File: config.mk
export PLATFORM = sky130hd
export DESIGN_NAME = addsub_serial
export DESIGN_NICKNAME = d
export VERILOG_FILES = /design/src/rtl/addsub_pkg.sv /design/src/rtl/fa_chunk.sv /design/src/rtl/addsub_serial.sv
export SDC_FILE = /design/constraint.sdc
export NUM_CORES = 1
export LEC_CHECK = 0
export CAP_MARGIN = 20
export CORE_MARGIN = 5
export CORE_UTILIZATION = 43
export DETAILED_ROUTE_END_ITERATION = 16
export PLACE_DENSITY_LB_ADDON = 0.08
export SKIP_LAST_GASP = 1
export SLEW_MARGIN = 20
export SYNTH_ARGS = -nofsm -noshare
export SYNTH_HDL_FRONTEND = slang
export SYNTH_SLANG_ARGS = --single-unit
File: constraint.sdc
create_clock -name clk -period 3.25 [get_ports clk]
set_clock_uncertainty 0.15 [all_clocks]
set_input_delay 0.65 -clock clk [delete_from_list [all_inputs] [get_ports clk]]
set_output_delay 0.65 -clock clk [all_outputs]
set_load 0.02 [all_outputs]
File: src/rtl/addsub_pkg.sv
// Shared types and constants for the serial adder-subtractor.
package addsub_pkg;

  // Control FSM states
  typedef enum logic [1:0] {
    ST_IDLE = 2'd0,
    ST_RUN  = 2'd1,
    ST_DONE = 2'd2
  } state_t;

  // Operation select values for the sub input
  localparam logic MODE_ADD = 1'b0;
  localparam logic MODE_SUB = 1'b1;

  // Width of a counter that indexes n chunks; never narrower than one bit
  function automatic int idx_width(input int n);
    return (n > 1) ? $clog2(n) : 1;
  endfunction

endpackage

File: src/rtl/fa_chunk.sv
// Combinational ripple of CHUNK full adders. Besides the carry out it exposes
// the carry into the top bit so the caller can derive signed overflow.
module fa_chunk #(
  parameter int CHUNK = 4
) (
  input  logic [CHUNK-1:0] x,
  input  logic [CHUNK-1:0] y,
  input  logic             ci,
  output logic [CHUNK-1:0] s,
  output logic             co,
  output logic             c_msb_in
);

  logic [CHUNK:0] c_s;

  // Bit-by-bit ripple from the carry-in to the carry-out
  always_comb begin
    c_s    = '0;
    s      = '0;
    c_s[0] = ci;
    for (int i = 0; i < CHUNK; i++) begin
      s[i]     = x[i] ^ y[i] ^ c_s[i];
      c_s[i+1] = (x[i] & y[i]) | (c_s[i] & (x[i] ^ y[i]));
    end
  end

  assign co       = c_s[CHUNK];
  assign c_msb_in = c_s[CHUNK-1];

endmodule

File: src/rtl/addsub_serial.sv
// Multi-cycle adder-subtractor: one CHUNK-wide ripple slice is reused for
// WIDTH/CHUNK cycles. Subtraction is a + ~b + !cin, so cout=1 means no borrow.
// Optional build macro SAT_EN: clamp the result to signed max/min on overflow.
module addsub_serial
  import addsub_pkg::*;
#(
  parameter int WIDTH = 16,
  parameter int CHUNK = 4
) (
  input  logic             clk,
  input  logic             rst,
  input  logic             start,
  input  logic             sub,
  input  logic [WIDTH-1:0] a,
  input  logic [WIDTH-1:0] b,
  input  logic             cin,
  output logic             busy,
  output logic             done,
  output logic [WIDTH-1:0] result,
  output logic             cout,
  output logic             ovf
);

  localparam int NCHUNK = WIDTH / CHUNK;
  localparam int IW     = idx_width(NCHUNK);

  if (WIDTH < 2 || CHUNK < 1 || (WIDTH % CHUNK) != 0) begin : g_bad_params
    $error("addsub_serial: WIDTH must be >= 2 and a multiple of CHUNK");
  end

  state_t           state_r, state_s;
  logic             load_s, step_s, last_s;
  logic [IW-1:0]    idx_r;
  logic [WIDTH-1:0] op_a_r, op_b_r, sum_r;
  logic             carry_r;
  int               idx_off_s;
  logic [CHUNK-1:0] x_s, y_s, s_s;
  logic             co_s, c_msb_s, ovf_s;
  logic [WIDTH-1:0] sum_full_s, final_s;

  // Select the active chunk of each operand and merge its sum into the word
  always_comb begin
    idx_off_s  = int'(idx_r) * CHUNK;
    x_s        = op_a_r[idx_off_s +: CHUNK];
    y_s        = op_b_r[idx_off_s +: CHUNK];
    sum_full_s = sum_r;
    sum_full_s[idx_off_s +: CHUNK] = s_s;
  end

  fa_chunk #(.CHUNK(CHUNK)) u_slice (
    .x        (x_s),
    .y        (y_s),
    .ci       (carry_r),
    .s        (s_s),
    .co       (co_s),
    .c_msb_in (c_msb_s)
  );

  assign last_s = (idx_r == IW'(NCHUNK - 1));
  // Only meaningful on the last chunk, whose top bit is the word MSB
  assign ovf_s  = co_s ^ c_msb_s;

`ifdef SAT_EN
  // Clamp toward the sign of operand A when the signed result overflowed
  always_comb begin
    if (ovf_s) begin
      final_s = op_a_r[WIDTH-1] ? {1'b1, {(WIDTH-1){1'b0}}} : {1'b0, {(WIDTH-1){1'b1}}};
    end else begin
      final_s = sum_full_s;
    end
  end
`else
  assign final_s = sum_full_s;
`endif

  // Next-state and datapath strobes
  always_comb begin
    state_s = state_r;
    load_s  = 1'b0;
    step_s  = 1'b0;
    case (state_r)
      ST_IDLE: begin
        if (start) begin
          state_s = ST_RUN;
          load_s  = 1'b1;
        end else begin
          state_s = ST_IDLE;
        end
      end
      ST_RUN: begin
        step_s = 1'b1;
        if (last_s) begin
          state_s = ST_DONE;
        end else begin
          state_s = ST_RUN;
        end
      end
      ST_DONE: begin
        if (start) begin
          state_s = ST_RUN;
          load_s  = 1'b1;
        end else begin
          state_s = ST_IDLE;
        end
      end
      default: begin
        state_s = ST_IDLE;
      end
    endcase
  end

  // State register with registered busy/done decoded from the next state
  always_ff @(posedge clk) begin
    if (rst) begin
      state_r <= ST_IDLE;
      busy    <= 1'b0;
      done    <= 1'b0;
    end else begin
      state_r <= state_s;
      busy    <= (state_s == ST_RUN);
      done    <= (state_s == ST_DONE);
    end
  end

  // Operand capture, chunk-by-chunk accumulation and final output load
  always_ff @(posedge clk) begin
    if (rst) begin
      op_a_r  <= '0;
      op_b_r  <= '0;
      sum_r   <= '0;
      carry_r <= 1'b0;
      idx_r   <= '0;
      result  <= '0;
      cout    <= 1'b0;
      ovf     <= 1'b0;
    end else if (load_s) begin
      op_a_r  <= a;
      op_b_r  <= b ^ {WIDTH{sub}};
      carry_r <= cin ^ sub;
      sum_r   <= '0;
      idx_r   <= '0;
    end else if (step_s) begin
      sum_r   <= sum_full_s;
      carry_r <= co_s;
      idx_r   <= idx_r + IW'(1);
      if (last_s) begin
        result <= final_s;
        cout   <= co_s;
        ovf    <= ovf_s;
      end
    end
  end

endmodule

# After elaboration in Yosys (flattened, before gate mapping)
# Cells that the tools add are included.
# op_classes
n_reduce_logical	5
addsub	2
muxes	9
n_bitwise	24
eq_ne	5
shift	4
# op_table
operator	count
4-bit negation with 33-bit output	1
4-bit by 33-bit variable shift with 16-bit output, first input constant	1
4-bit by 33-bit indexed part select with 16-bit output	1
16-bit by 5-bit indexed part select with 4-bit output	2
16-bit bitwise mux	1
16-bit XOR	1
1-bit XOR	10
1-bit AND	8
2-bit equality test, second input constant	3
1-bit two-way mux	6
2-bit by 1-bit equality test with 1-bit output, second input constant	2
1-bit bitwise OR	4
2-bit one-hot mux with 2 select lines	1
2-bit OR reduction	2
3-bit AND reduction	1
2-bit by 1-bit adder with 2-bit output, second input constant	1
2-bit logical NOT	1
2-bit two-way mux	1
2-bit nonzero test	1
1-bit inverter	1
# totals
wordCells	60
inputBits	37
out_inout_bits	20
ff_bits	73

# Longest topological paths before layout
# logic_depth
ltp_word	12
ltp_mapped	13
depth_no_buf	12

# Cells and area by module
# A second synthesis with hierarchy kept.
# hier_totals
hier_cells	350
hier_area_um2	3458.3
# modules_own_cells
module	instances	area_per_inst_um2	seq_area_each_um2	cells_per_inst
addsub_serial	1	3348.2	1461.4	338
fa_chunk	1	110.1	0.0	12

# Least setup slack after synthesis
# No wires, ideal clock.
# synth_timing
path_type	reg2reg
startpoint	register idx_r[1]
endpoint	register result[7]
t_arrival_ns	3.048
path_slack_ns	-0.085
period_less_slack_ns	3.335
setup_time_ns	0.137
path_buffers	1
stages_incl_launch_ff	14
cell_sequence	dfxtp_1 > clkbuf_1 > mux4_2 > inv_1 > fa_1 > inv_1 > fa_1 > inv_1 > fa_1 > inv_1 > fa_1 > nor2b_1 > a221oi_1 > nor3_2
# synth_between
elab_chain_len	11
# synth_rtl
item	line_no	text
start: declaration	addsub_serial.sv:33	logic [IW-1:0] idx_r;
start signal: assignment	addsub_serial.sv:145	idx_r <= idx_r + IW'(1);
16-bit by 5-bit indexed part select with 4-bit output, on equally long branches	addsub_serial.sv:44, addsub_serial.sv:45	
1-bit XOR	fa_chunk.sv:22, fa_chunk.sv:23	
1-bit AND	fa_chunk.sv:23	c_s[i+1] = (x[i] & y[i]) | (c_s[i] & (x[i] ^ y[i]));
1-bit bitwise OR	fa_chunk.sv:23	
1-bit AND	fa_chunk.sv:23	
1-bit bitwise OR	fa_chunk.sv:23	
1-bit AND	fa_chunk.sv:23	
1-bit bitwise OR	fa_chunk.sv:23	
1-bit XOR	fa_chunk.sv:22	s[i] = x[i] ^ y[i] ^ c_s[i];
4-bit by 33-bit indexed part select with 16-bit output	addsub_serial.sv:47	sum_full_s[idx_off_s +: CHUNK] = s_s;
16-bit bitwise mux	addsub_serial.sv:47	
end signal: assignment	addsub_serial.sv:147	result <= final_s;
end: declaration	addsub_serial.sv:19	output logic [WIDTH-1:0] result,
# Parallel ways exist; a longest one is shown, timed or not.
# A chain may end at the register's enable or synchronous reset.

# Worst setup path in the final report
# layout_timing
startpoint	register idx_r[0]
endpoint	register sum_r[15]
# layout_between
elab_chain_len	11
# layout_rtl
item	line_no	text
16-bit by 5-bit indexed part select with 4-bit output, on equally long branches	addsub_serial.sv:44, addsub_serial.sv:45	
1-bit XOR	fa_chunk.sv:22, fa_chunk.sv:23	
1-bit AND	fa_chunk.sv:23	
1-bit bitwise OR	fa_chunk.sv:23	
1-bit AND	fa_chunk.sv:23	
1-bit bitwise OR	fa_chunk.sv:23	
1-bit AND	fa_chunk.sv:23	
1-bit bitwise OR	fa_chunk.sv:23	
1-bit XOR	fa_chunk.sv:22	
4-bit by 33-bit indexed part select with 16-bit output	addsub_serial.sv:47	
16-bit bitwise mux (*)	addsub_serial.sv:47	
end signal: assignment	addsub_serial.sv:143	sum_r <= sum_full_s;
end: declaration	addsub_serial.sv:34	logic [WIDTH-1:0] op_a_r, op_b_r, sum_r;
# Every way passes the cells marked *; elsewhere a longest branch is shown, timed or not.

==> results.py <==
metrics = {
    "detailed_routing": {
        "drc": 0,
        "drt_wl_total_mm": 7.59,
        "wire_length_per_cell_after_detailed_routing_um": 14.6,
        "dr_total_vias": 2642,
        "drt_iter0_drc": 76,
        "antenna_left": 0,
        "vias_per_cell": 5.08,
        "detail_route.first_pass.iterations": 4,
    },
    "synth": {
        "synth_nets": 407,
        "proportion_of_register_bits_with_asynchronous_set_or_reset_after_synthesis": 0,
        "synth_cell_type_count": 34,
        "synth_mux_area_frac": 0.0571,
        "combinational_family_with_the_most_area_after_synthesis": "simple AND/OR/NAND/NOR gates",
        "yosys_register_bits": 73,
        "synth_sequential_area_ratio": 0.417,
        "post_synth_fa_ha_maj_area_fraction": 0.0443,
        "synth_enable_flop_cells": 0,
        "synth-compound-area-share": 0.153,
        "avgSynthCellArea_um2": 9.74,
        "post-synth-top-area-cell": "dfxtp_1",
        "synthTopCellsByArea": "dfxtp_1 42%, mux4_2 5.1%, nor2_1 5.1%, nand2_1 4.6%, xnor2_1 4.5%",
        "yosysWarnings": 0,
        "yosys.area_share.simple": 0.201,
        "postSynth.topFlopCell": "dfxtp_1",
        "syn_area_um2": 3510,
        "synthXorXnorAreaFrac": 0.0475,
        "synth_top_cell_area_share": 0.417,
        "syn_inst": 360,
    },
    "die": {
        "die_height_um": 100,
        "core-area_um2": 8090,
        "core.rowCount": 33,
        "chip_width_um": 100,
        "initial_core_util": 0.433,
        "die_area_um2": 10100,
        "pin_count": 57,
    },
    "place": {
        "place_congestion": 0.789,
        "port_buffers": 56,
        "place_worst_setup_slack_ns": -0.0163,
        "dp.final_hpwl_mm": 5.24,
        "placed_area_um2": 4090,
    },
    "power_and_ir_drop": {
        "switching_fraction": 0.253,
        "clock_power_share": 0.363,
        "internal-power_mw": 1.47,
        "powerDensity_nw_per_um2": 457,
        "p_seq_frac": 0.485,
        "power.switching_mw": 0.499,
        "totalPowerFinal_mw": 1.97,
        "max-vdd-ir-drop_v": 0.000161,
        "power_leakage_nw": 1.62,
        "power.share.combinational": 0.153,
    },
    "finish": {
        "final_net_count": 458,
        "fin_area_um2": 4310,
        "fillerInstances": 799,
        "n_antenna_cell": 0,
        "postLayoutCoreUtil": 0.533,
        "layout_cells_sized_above_1": 0.176,
        "area_growth_syn_to_layout_pct": 23.0,
    },
    "worst_setup_path": {
        "cp_num_buf_inv": 4,
        "cp_slowest_stage_delay_ns": 0.53,
        "path_common_cell": "inv_2",
        "maximum_fanout_encountered_on_the_critical_timing_path": 6,
        "endpoint_kind": "register",
        "timing.critical_path.max_delay_family": "adder cells",
        "worst-endpoint-required_ns": 3.37,
        "worst_ep_arrival_time_ns": 3.23,
        "start_kind": "register",
        "critPathKind": "reg2reg",
        "crit_path_cell_trace": "mux4_2, inv_2, fa_2, inv_2, fa_2, inv_2, fa_2, inv_2, fa_1, nor2b_4, nand4_1, a21oi_2",
        "timing.critical_path.slowest_stage_cell": "fa_1",
    },
    "cts": {
        "sinks_on_the_clock_net": 73,
        "cell_chosen_for_the_clock_root": "clkbuf_8",
        "clock_path_buffers": 2,
        "postCtsHoldBufs": 0,
        "worst_setup_hold_path_clk_slew_ns": 0.07,
        "cts_tree": "built",
        "cts-buffers-inserted": 9,
        "clock_latency_reported_for_the_late_side_of_the_worst_skew_pair_ns": 0.35,
        "htreeDepth": 3,
    },
    "sta": {
        "worst_slew_margin_rel": 0.481,
        "timing_max_transition_violations_final": 0,
        "period_minus_slack_ns": 3.10,
        "post_route_clock_period_utilization": 0.955,
        "max_freq_mhz": 322,
        "finalHoldViolCount": 0,
        "timing.final.ws_setup_ns": 0.146,
        "max_slew.worst_pin.slew_ns": 0.779,
        "rsz0062_at_grt": "yes",
        "setup-violations-final": 0,
    },
    "flow_run": {
        "cap_viol_max_count": 0,
    },
    "global_routing": {
        "first_global_vias": 2678,
        "antenna_found_initial": 0,
        "track_usage": 0.159,
        "first_pass_grt_wire_length_mm": 12.6,
        "pin_count_of_the_biggest_net_entering_global_routing": 56,
        "global_route.overflow_total": 0,
    },
    "run_status": {
        "status": "completed",
    },
    "min_path": {
        "worstHoldPathType": "reg2reg",
    },
}
==> worst reg2reg max path, stage by stage, from the launching register on <==
cell and delay (ns):
dfxtp_4 0.37, mux4_2 0.50, inv_2 0.08, fa_2 0.19
inv_2 0.04, fa_2 0.32, inv_2 0.07, fa_2 0.20
inv_2 0.04, fa_1 0.53, nor2b_4 0.25, nand4_1 0.14
a21oi_2 0.14
==> registers in the layout, summed over array words and instances, names as in the netlist <==
register	flops
busy	1
carry_r	1
cout	1
done	1
idx_r	2
op_a_r	16
op_b_r	16
ovf	1
result	16
state_r	2
sum_r	16
==> cell usage after synthesis (4+ instances only) <==
master	instances
and3b_1	4
nand4_1	7
mux4_2	8
dfxtp_1	73
buf_6	10
nor3_2	12
fa_1	4
nor2_1	48
ha_1	6
buf_4	7
a221oi_2	8
a32oi_1	9
xnor2_1	18
nor3_1	4
a221oi_1	8
buf_2	7
a211oi_1	16
nand3b_1	4
nand2_1	43
inv_1	16
a21oi_1	27
==> cells by family after synthesis <==
family	count (synthesis)
simple gates	133
flops	73
compound gates	69
buf+inv	46
xor+xnor	19
mux	10
fa+ha+maj	10
==> power groups by stage <==
stage | clock [mW] | sequential, mW | combinational (mW)
global placement | 0 | 0.975 | 0.295
CTS | 0.735 | 0.955 | 0.299
detailed placement | 0 | 0.975 | 0.297
floorplan | 0 | 0.966 | 0.217
finish | 0.715 | 0.954 | 0.300
global route | 0.768 | 0.959 | 0.331
==> timing repair <==
action | CTS | global route
setup buffers | 0 | 0
pin swaps | 0 | 5
setup endpoints to repair | 1 | 7
resized for setup | 1 | 11
==> metrics by stage <==
step	hold WS, ns	setup TNS, ns	std cells
final	0.304	0	520
after global routing	0.319	-0.0707	520
after CTS	0.305	0	520
after detailed placement	0.296	-0.0163	505
after global placement	0.290	0	505
after floorplan	0.282	0	360
==> metal layers <==
metal  GRT usage  wire, um  up-vias
met4      0.0705        16        0
met2       0.269      3820       52
met1       0.189      3430     1230
met3      0.0417       330        2
met5           0         0        -
li1            -         -     1358
==> layout by cell type (no fill, tap or decap), types with 12 or more instances in the layout <==
cell type	synthesis	routed
a21oi_1	27	26
nor2_1	48	48
clkdlybuf4s50_1	0	55
nor3_2	12	12
a211oi_1	16	16
xnor2_1	18	18
nand2_1	43	43
buf_4	7	14
dfxtp_1	73	72
inv_1	16	12
==> final cells by class <==
cell class,instances,area (um2),area share
clock inverters,2,37.5,0.00871
inverters,16,60.1,0.0139
multi-input cells,241,1800,0.417
well taps,105,131,0.0305
flip-flops and latches,73,1470,0.340
clock buffers,13,159,0.0369
repair buffers,70,661,0.153
==> final timing paths <==
kind | startpoint | slack (ns) | cells after the start | to
setup reg to reg | idx_r[0] | 0.15 | 12 | sum_r[15]
hold reg to reg | sum_r[5] | 0.30 | 2 | sum_r[5]
setup / recovery | idx_r[0] | 0.15 | 12 | sum_r[15]
hold / removal | sum_r[5] | 0.30 | 2 | sum_r[5]
Note: power is estimated with default switching activity, not from simulation.
